===== src/rtl/sub_seq_chunked.sv =====
// -----------------------------------------------------------------------------
// sub_seq_chunked
//   Multi-cycle unsigned subtractor. Computes diff = a - b over WIDTH bits,
//   CHUNK bits per clock, least-significant chunk first, with the borrow
//   carried between cycles. Only a CHUNK-bit subtractor is built.
//
//   Optional feature macro: SUB_SAT_EN
//     defined   : a final borrow clamps diff to 0 and raises sat
//     undefined : diff is the wrapped result and sat is tied to 0
//
// Parameters
//   WIDTH  operand/result width (multiple of CHUNK)
//   CHUNK  bits subtracted per cycle (1 <= CHUNK <= WIDTH)
//
// Ports
//   clk        rising-edge clock
//   rst_n      asynchronous active-low reset
//   start      request, accepted only on an edge where ready=1
//   a, b       minuend / subtrahend, sampled at the accepting edge
//   ready      1 in IDLE and DONE, 0 in BUSY
//   done       one-cycle pulse, result valid
//   diff       (a - b) mod 2^WIDTH (clamped form under SUB_SAT_EN)
//   borrow     1 iff a < b
//   zero       1 iff reported diff == 0
//   sat        1 iff the clamp was applied
//   dbg_state  current FSM state (0 IDLE, 1 BUSY, 2 DONE)
//
// Handshake: a request is taken on any rising edge where start=1 and
// ready=1; done is high for exactly the one cycle after the last chunk
// edge, and diff/borrow/zero/sat only change on that edge (or on reset).
// -----------------------------------------------------------------------------
module sub_seq_chunked #(
  parameter int WIDTH = 16,
  parameter int CHUNK = 4
) (
  input  logic             clk,
  input  logic             rst_n,
  input  logic             start,
  input  logic [WIDTH-1:0] a,
  input  logic [WIDTH-1:0] b,
  output logic             ready,
  output logic             done,
  output logic [WIDTH-1:0] diff,
  output logic             borrow,
  output logic             zero,
  output logic             sat,
  output logic [1:0]       dbg_state
);

  localparam int NCHUNK = WIDTH / CHUNK;
  localparam int CW     = (NCHUNK > 1) ? $clog2(NCHUNK) : 1;
  localparam logic [CW-1:0] LAST_CNT = CW'(NCHUNK - 1);

  typedef enum logic [1:0] {
    ST_IDLE = 2'd0,
    ST_BUSY = 2'd1,
    ST_DONE = 2'd2
  } state_e;

  state_e           state_q, state_d;
  logic [CW-1:0]    cnt_q, cnt_d;
  logic [WIDTH-1:0] a_sh_q, a_sh_d;
  logic [WIDTH-1:0] b_sh_q, b_sh_d;
  logic [WIDTH-1:0] res_q, res_d;
  logic             bin_q, bin_d;
  logic [WIDTH-1:0] diff_q, diff_d;
  logic             borrow_q, borrow_d;
  logic             zero_q, zero_d;

  // One chunk of the subtraction; bit CHUNK is the borrow out.
  logic [CHUNK:0]   step;
  logic [WIDTH-1:0] res_shift;
  logic [WIDTH-1:0] final_diff;
  logic             final_sat;

  assign step = {1'b0, a_sh_q[CHUNK-1:0]}
              - {1'b0, b_sh_q[CHUNK-1:0]}
              - {{CHUNK{1'b0}}, bin_q};

  // New chunk enters from the MSB side so the LSB chunk ends up lowest.
  generate
    if (CHUNK == WIDTH) begin : g_single
      assign res_shift = step[CHUNK-1:0];
    end else begin : g_multi
      assign res_shift = {step[CHUNK-1:0], res_q[WIDTH-1:CHUNK]};
    end
  endgenerate

`ifdef SUB_SAT_EN
  logic sat_q, sat_d;
  assign final_diff = step[CHUNK] ? '0 : res_shift;
  assign final_sat  = step[CHUNK];
  assign sat        = sat_q;
`else
  assign final_diff = res_shift;
  assign final_sat  = 1'b0;
  assign sat        = 1'b0;
`endif

  // ---------------------------------------------------------------------------
  // Next-state / datapath
  // ---------------------------------------------------------------------------
  always_comb begin
    state_d  = state_q;
    cnt_d    = cnt_q;
    a_sh_d   = a_sh_q;
    b_sh_d   = b_sh_q;
    res_d    = res_q;
    bin_d    = bin_q;
    diff_d   = diff_q;
    borrow_d = borrow_q;
    zero_d   = zero_q;
`ifdef SUB_SAT_EN
    sat_d    = sat_q;
`endif

    unique case (state_q)
      ST_IDLE, ST_DONE: begin
        if (start) begin
          state_d = ST_BUSY;
          a_sh_d  = a;
          b_sh_d  = b;
          res_d   = '0;
          bin_d   = 1'b0;
          cnt_d   = '0;
        end else begin
          state_d = ST_IDLE;
        end
      end

      ST_BUSY: begin
        a_sh_d = a_sh_q >> CHUNK;
        b_sh_d = b_sh_q >> CHUNK;
        res_d  = res_shift;
        bin_d  = step[CHUNK];
        cnt_d  = cnt_q + 1'b1;
        if (cnt_q == LAST_CNT) begin
          // Last chunk: publish the result on this same edge.
          state_d  = ST_DONE;
          diff_d   = final_diff;
          borrow_d = step[CHUNK];
          zero_d   = (final_diff == '0);
`ifdef SUB_SAT_EN
          sat_d    = final_sat;
`endif
        end
      end

      default: state_d = ST_IDLE;
    endcase
  end

  // ---------------------------------------------------------------------------
  // State registers
  // ---------------------------------------------------------------------------
  always_ff @(posedge clk or negedge rst_n) begin
    if (!rst_n) begin
      state_q  <= ST_IDLE;
      cnt_q    <= '0;
      a_sh_q   <= '0;
      b_sh_q   <= '0;
      res_q    <= '0;
      bin_q    <= 1'b0;
      diff_q   <= '0;
      borrow_q <= 1'b0;
      zero_q   <= 1'b1;
    end else begin
      state_q  <= state_d;
      cnt_q    <= cnt_d;
      a_sh_q   <= a_sh_d;
      b_sh_q   <= b_sh_d;
      res_q    <= res_d;
      bin_q    <= bin_d;
      diff_q   <= diff_d;
      borrow_q <= borrow_d;
      zero_q   <= zero_d;
    end
  end

`ifdef SUB_SAT_EN
  always_ff @(posedge clk or negedge rst_n) begin
    if (!rst_n) begin
      sat_q <= 1'b0;
    end else begin
      sat_q <= sat_d;
    end
  end
`else
  // final_sat only matters when the clamp is built.
  logic unused_sat;
  assign unused_sat = final_sat;
`endif

  assign ready     = (state_q != ST_BUSY);
  assign done      = (state_q == ST_DONE);
  assign diff      = diff_q;
  assign borrow    = borrow_q;
  assign zero      = zero_q;
  assign dbg_state = state_q;

endmodule


===== config.mk =====
export PLATFORM = sky130hd
export DESIGN_NAME = sub_seq_chunked
export DESIGN_NICKNAME = d
export VERILOG_FILES = /design/src/rtl/sub_seq_chunked.sv
export SDC_FILE = /design/constraint.sdc
export NUM_CORES = 1
export LEC_CHECK = 0
export ABC_AREA = 1
export CORE_MARGIN = 2
export CORE_UTILIZATION = 55
export DETAILED_ROUTE_END_ITERATION = 16
export DONT_BUFFER_PORTS = 1
export HOLD_SLACK_MARGIN = 0.05
export PLACE_DENSITY_LB_ADDON = 0.08
export REMOVE_ABC_BUFFERS = 1
export SYNTH_ARGS = -nofsm -noshare
export SYNTH_HDL_FRONTEND = slang
export SYNTH_SLANG_ARGS = --single-unit

===== constraint.sdc =====
create_clock -name clk -period 3.2 [get_ports clk]
set_input_delay 0.32 -clock clk [delete_from_list [all_inputs] [get_ports clk]]
set_output_delay 0.32 -clock clk [all_outputs]
set_load 0.02 [all_outputs]

==> metrics, run 1 <==
status complete, no violations; # nets final 378; Main synth FF type dfrtp_1; beginning of the worst hold path start; total number of vias 2,149; first-pass GRT wire length 9.901 mm; antenna cells 0; Top Metal Used met4; final setup fails 0; num rows 27; Die W 78.43 µm; Synth async-reset ratio 1.000; crit-path cells fa_1 -> fa_1 -> nor2_1 -> nand2_1 -> nor2_1 -> nand2_1 -> nor2_1 -> nand2_1 -> nand2_1; Hold Crit Class input port to register; TNS Setup 0 ns; cell area after synthesis 3047 µm²; WL final 5.802 mm; Starting Density 0.5602; VDD IR max 0.4057 mV; fraction of layout instances using a drive strength above 1 0.05900; total CTS buffers 9; post-route cell area 3233 µm²; WS Path Type register to register; initial antenna violation count 0; depth of the worst register-to-register path 9; Post-DP Area 3044 µm²; Yosys warnings 0; final hold vios 0; clk buf depth 2; largest net degree at the start of global routing 68; WP data required 3.48 ns; Area Overhead vs Synth 6.119%; period utilisation layout 0.5931; RSZ-0062 raised after global routing no; CP Capture Type register; Post-synth EDFFs 0; Clock transition at path regs 0.07 ns; worst r2r dst zero; Via-to-Cell Ratio 5.229; Reg2Reg Setup Slack 1.30 ns; P per Cell Area 1185 nW/µm²; Max-Cap Viols 0; CTS tree yes; CP Launch Type register; Post-CTS Resized 0; Clk Latency, worst-skew pair 0.33 ns; synthesized instance count 336; Placer Congestion 0.7629; post-synthesis cell type count 26; Die Y-Extent 78.43 µm; WHS Path Cells 2; Least-Margin Pin Slew 0.5769 ns; final setup margin 1.302 ns; post-synthesis sequential area ratio 0.5507; Post-route DRC 0; CTS H-Tree Depth 3; gr usage total 0.2138; average wire per standard cell 14.12 µm; hold endpoint a_sh_q[15]; Place WS 1.308 ns; hold slack final 0.1374 ns; Setup crit start a_sh_q[0]; Syn Area/Cell 9.067 µm²; max incr delay on CP 0.48 ns; Crit path top cell by count nand2_1; Yosys reg bits 67; fmax 0.5269 GHz; CP max-delay cell fa_1; Clock Sinks 67; die area 6150 µm²; Max Slew Vio Count 0; I/O pins 58; Tmin final 1.898 ns; Final HPWL DP 3.729 mm; worst endpoint data arrival time 2.18 ns; Final ANT Viol Nets 0; met3 WL 315 µm; r2r startpoint a_sh_q[0]; Max Clock Skew 0.006352 ns; leak pwr 1.571 nW; worst rel slew slack 0.6154; Met2 Routed Length 2.734 mm; Worst Path Buf+Inv 0; total grt overflow 0; end-of-flow core utilization 0.5944; IO buf count 0; area of the core 5439 µm²; crit path max fanout 2; Detailed Routing Iterations Pass 1 4; DR iter-0 viols 87; Clk Tree Root Cell clkbuf_8; met1 wire length 2.657 mm; vias in the first global route 2,164; critical path's top delay family adder cells
## worst max-delay path by stage
stage / to / cells after the start
2_1_floorplan: cnt_q[1] / 6
3_3_place_gp: cnt_q[1] / 5
3_5_place_dp: cnt_q[1] / 5
4_1_cts: diff[15] / 8
5_1_grt: diff[15] / 8
6_report: zero / 9
## synth_stat cells (2+ instances only)
cell type | n | area share
nand2_1 | 73 | 0.090
dfrtp_1 | 66 | 0.54
inv_1 | 47 | 0.058
o21ai_0 | 44 | 0.072
o211ai_1 | 20 | 0.049
nor2_1 | 17 | 0.021
nand3_1 | 12 | 0.020
buf_2 | 11 | 0.018
ha_1 | 7 | 0.029
o21ai_1 | 7 | 0.011
o22ai_1 | 7 | 0.014
buf_4 | 4 | 0.0099
nor3_1 | 4 | 0.0066
a21oi_1 | 2 | 0.0033
buf_6 | 2 | 0.0074
fa_1 | 2 | 0.013
inv_2 | 2 | 0.0025
## layout by cell type, fill, tap and decap left out, drive strengths merged, types with 3 or more instances in the layout
master,count
dfrtp,66
o211ai,20
clkbuf,15
nand2,75
o21ai,51
ha,7
nor3,4
nand3,12
nor2,18
o22ai,7
buf,3
inv,50
## per-layer routing
| layer | GRT usage | vias up |
|---|---|---|
| met2 | 0.3440 | 53 |
| met1 | 0.2681 | 1006 |
| met3 | 0.07471 | 10 |
| met4 | 0.07895 | 0 |
| met5 | 0 | - |
| li1 | - | 1080 |
## per-stage QoR
step,total power (W),instances
floorplan,0.002845,319
global placement,0.003222,393
detailed placement,0.003270,393
CTS,0.003881,411
global route,0.004252,411
finish,0.003831,411
## layout make-up
cell class	instances	area, µm²
clock buffer	15	146.4
clock inverter	1	5.005
fill	516	2206
inverter	50	190.2
multi-input combinational	202	1071
sequential	67	1678
tap	72	90.09
timing repair buffer	4	52.55
## cell families (layout without fill, tap and decap cells)
group,Yosys count,count (layout),share of synthesized area
and+or+nand+nor,109,109,0.1495
AOI/OAI and AO/OA,82,82,0.1561
buffers and inverters,67,70,0.09774
other,1,1,0.001231
xor gates and xnor gates,1,1,0.002875
adders and majority gates,9,9,0.04189
DFF,67,67,0.5507
## state kept, by name, indices dropped and copies added (netlist names)
name / count
res_q: 12
bin_q: 1
b_sh_q: 16
diff: 16
zero: 1
dbg_state: 2
a_sh_q: 16
cnt_q: 2
borrow: 1
## timing repair
action / CTS / global route
buffers inserted: 0 / 0
endpoints found under the setup margin: 0 / 0
hold buffers: 2 / 0
endpoints found under the hold margin: 67 / 0
## power by group
group	switching [W]	internal (W)
logic	0.00111	0.000590
clock network	0.000291	0.000282
registers	0.000314	0.00124
total	0.00172	0.00211
(Power assumes the default switching activity.)
==> run 2: changes to the inputs <==
Clock period 3.2 ns to 1.7 ns, I/O delays scaled along.
==> metrics, run 2 (same netlist as run 1, synthesis figures left out) <==
largest net degree at the start of global routing 68 (unchanged); Int Pwr 0.004590 W (was 0.002112 W); final hold vios 67 (was 0); Detailed Routing Iterations Pass 1 4 (unchanged); total grt overflow 0 (unchanged); Via-to-Cell Ratio 5.132 (was 5.229); vias in the first global route 2,330 (was 2,164); Placer Congestion 0.7268 (was 0.7629); I/O pins 58 (unchanged); CTS H-Tree Depth 3 (unchanged); depth of the worst register-to-register path 10 (was 9); fmax 0.5481 GHz (was 0.5269 GHz); Max Slew Vio Count 0 (unchanged); average wire per standard cell 13.60 µm (was 14.12 µm); WL final 6.173 mm (was 5.802 mm); Clock transition at path regs 0.07 ns (about the same); CTS tree yes (unchanged); final setup fails 8 (was 0); r2r startpoint bin_q (was a_sh_q[0]); first-pass GRT wire length 10.60 mm (was 9.901 mm); Die Y-Extent 78.43 µm (unchanged); Clock Sinks 67 (unchanged); Starting Density 0.5602 (unchanged); Clk Tree Root Cell clkbuf_8 (unchanged); worst endpoint data arrival time 2.10 ns (was 2.18 ns); leak pwr 1.773 nW (was 1.571 nW); VDD IR max 1.100 mV (was 0.4057 mV); Max-Cap Viols 0 (unchanged); CP Launch Type register (unchanged); status finished, violations left (was complete, no violations); die area 6150 µm² (unchanged); Logic pwr share 0.498 (was 0.445); total number of vias 2,330 (was 2,149); WP data required 1.98 ns (was 3.48 ns); RSZ-0062 raised after global routing yes (was no); worst r2r dst zero (unchanged); CP Capture Type register (unchanged); Final ANT Viol Nets 0 (unchanged); failing checks hold timing, setup timing; clk buf depth 2 (unchanged); antenna cells 0 (unchanged); end-of-flow core utilization 0.6825 (was 0.5944); Post-route DRC 0 (unchanged); sw frac 0.4367 (was 0.4488); total CTS buffers 9 (unchanged); initial antenna violation count 0 (unchanged); most frequent cells in the layout nand2_1 (71), dfrtp_1 (66), inv_1 (43) (was nand2_1 (73), dfrtp_1 (66), inv_1 (47)); TNS Setup -0.3544 ns (was 0 ns); fraction of layout instances using a drive strength above 1 0.1414 (was 0.05900); WS Path Type register to register (unchanged); total power draw 0.008149 W (was 0.003831 W); Final HPWL DP 3.908 mm (was 3.729 mm); gr usage total 0.2219 (was 0.2138); Place WS -0.1686 ns (was 1.308 ns); P per Cell Area 2195 nW/µm² (was 1185 nW/µm²); Tmin final 1.824 ns (was 1.898 ns); FILL cells 450 (was 516); Area Overhead vs Synth 21.85% (was 6.119%); post-route cell area 3712 µm² (was 3233 µm²); cts hold-fix bufs 33 (was 2); commonest non-fill, non-tap cell in the layout nand2_1 (unchanged); Hold Crit Class input port to async pin (was input port to register); # nets final 421 (was 378); Max Clock Skew 0.007273 ns (was 0.006352 ns); final setup margin -0.1244 ns (was 1.302 ns); area of the core 5439 µm² (unchanged); IO buf count 0 (unchanged); Post-DP Area 3132 µm² (was 3044 µm²); hold slack final -0.4785 ns (was 0.1374 ns); Clk Latency, worst-skew pair 0.34 ns (was 0.33 ns); Clock power frac 0.147 (was 0.150); Die W 78.43 µm (unchanged); Psw 0.003559 W (was 0.001720 W); storage element area 1678 µm² (unchanged); sequential share of power 0.355 (was 0.405); DR iter-0 viols 68 (was 87); crit path max fanout 2 (unchanged); period utilisation layout 1.073 (was 0.5931); multi-input logic area 1126 µm² (was 1071 µm²); Reg2Reg Setup Slack -0.12 ns (was 1.30 ns); num rows 27 (unchanged)
==> run 2: changes by cell type in the layout (fill, tap and decap cells not counted), moves of 4 or more <==
cell           change
inv_2              +4
inv_1              -4
buf_4             +11
clkbuf_1           -5
o21ai_0            -5
dlygate4sd3_1     +32
==> run 2: power groups by stage <==
stage	combinational, W	clock [W]	sequential [W]
after detailed placement	0.00350	0	0.00292
after CTS	0.00376	0.00122	0.00290
after global placement	0.00341	0	0.00290
after global routing	0.00464	0.00129	0.00298
final	0.00406	0.00120	0.00290
after floorplan	0.00249	0	0.00286
==> run 2: how the worst max path moves through the flow <==
| stage | slack [ns] | depth (start not counted) | to | from |
|---|---|---|---|---|
| floorplan | -0.29 | 6 | cnt_q[1] | dbg_state[0] |
| global placement | -0.13 | 9 | zero | a_sh_q[0] |
| detailed placement | -0.17 | 9 | zero | a_sh_q[0] |
| CTS | -0.08 | 10 | zero | bin_q |
| global route | -0.20 | 10 | zero | bin_q |
| finish | -0.12 | 10 | zero | bin_q |
==> run 2: worst max-delay path, stage by stage, from the launching register on <==
cell and delay [ns]:
dfrtp_1 0.37, inv_2 0.05, fa_2 0.40, fa_2 0.46, nor2_2 0.11, nand2_1 0.05, nor2_1 0.08, nand2_1 0.06
nor2_1 0.08, nand2_1 0.05, nand2_1 0.05
==> run 2: cell type report <==
| class | instances | share of cell area |
|---|---|---|
| repair buffers | 47 | 0.1207 |
| inverters | 50 | 0.05123 |
| clock buffers | 12 | 0.04179 |
| clock inverters | 4 | 0.006741 |
| multi-input cells | 202 | 0.3033 |
| flip-flops and latches | 67 | 0.4520 |
| well taps | 72 | 0.02427 |
==> run 2: repair_timing <==
item                                    in CTS  in global routing
gates resized for setup                     11                 12
buffers inserted                             1                  1
pin swaps                                    4                  3
endpoints found under the setup margin      10                 11
hold endpoints to repair                    99                 67
==> run 2: routing by layer <==
metal | vias to the layer above | wire length, µm | GRT usage
met4 | 0 | 123 | 0.08947
met5 | - | 0 | 0
li1 | 1165 | - | -
met2 | 54 | 2982 | 0.3621
met3 | 11 | 266 | 0.05287
met1 | 1100 | 2801 | 0.2868
==> run 2: through the flow <==
step,instances,hold WS (ns)
final,454,-0.4785
after global routing,454,-0.4930
after CTS,453,-0.4866
after detailed placement,403,-0.1238
after global placement,403,-0.1241
after floorplan,319,-0.1256
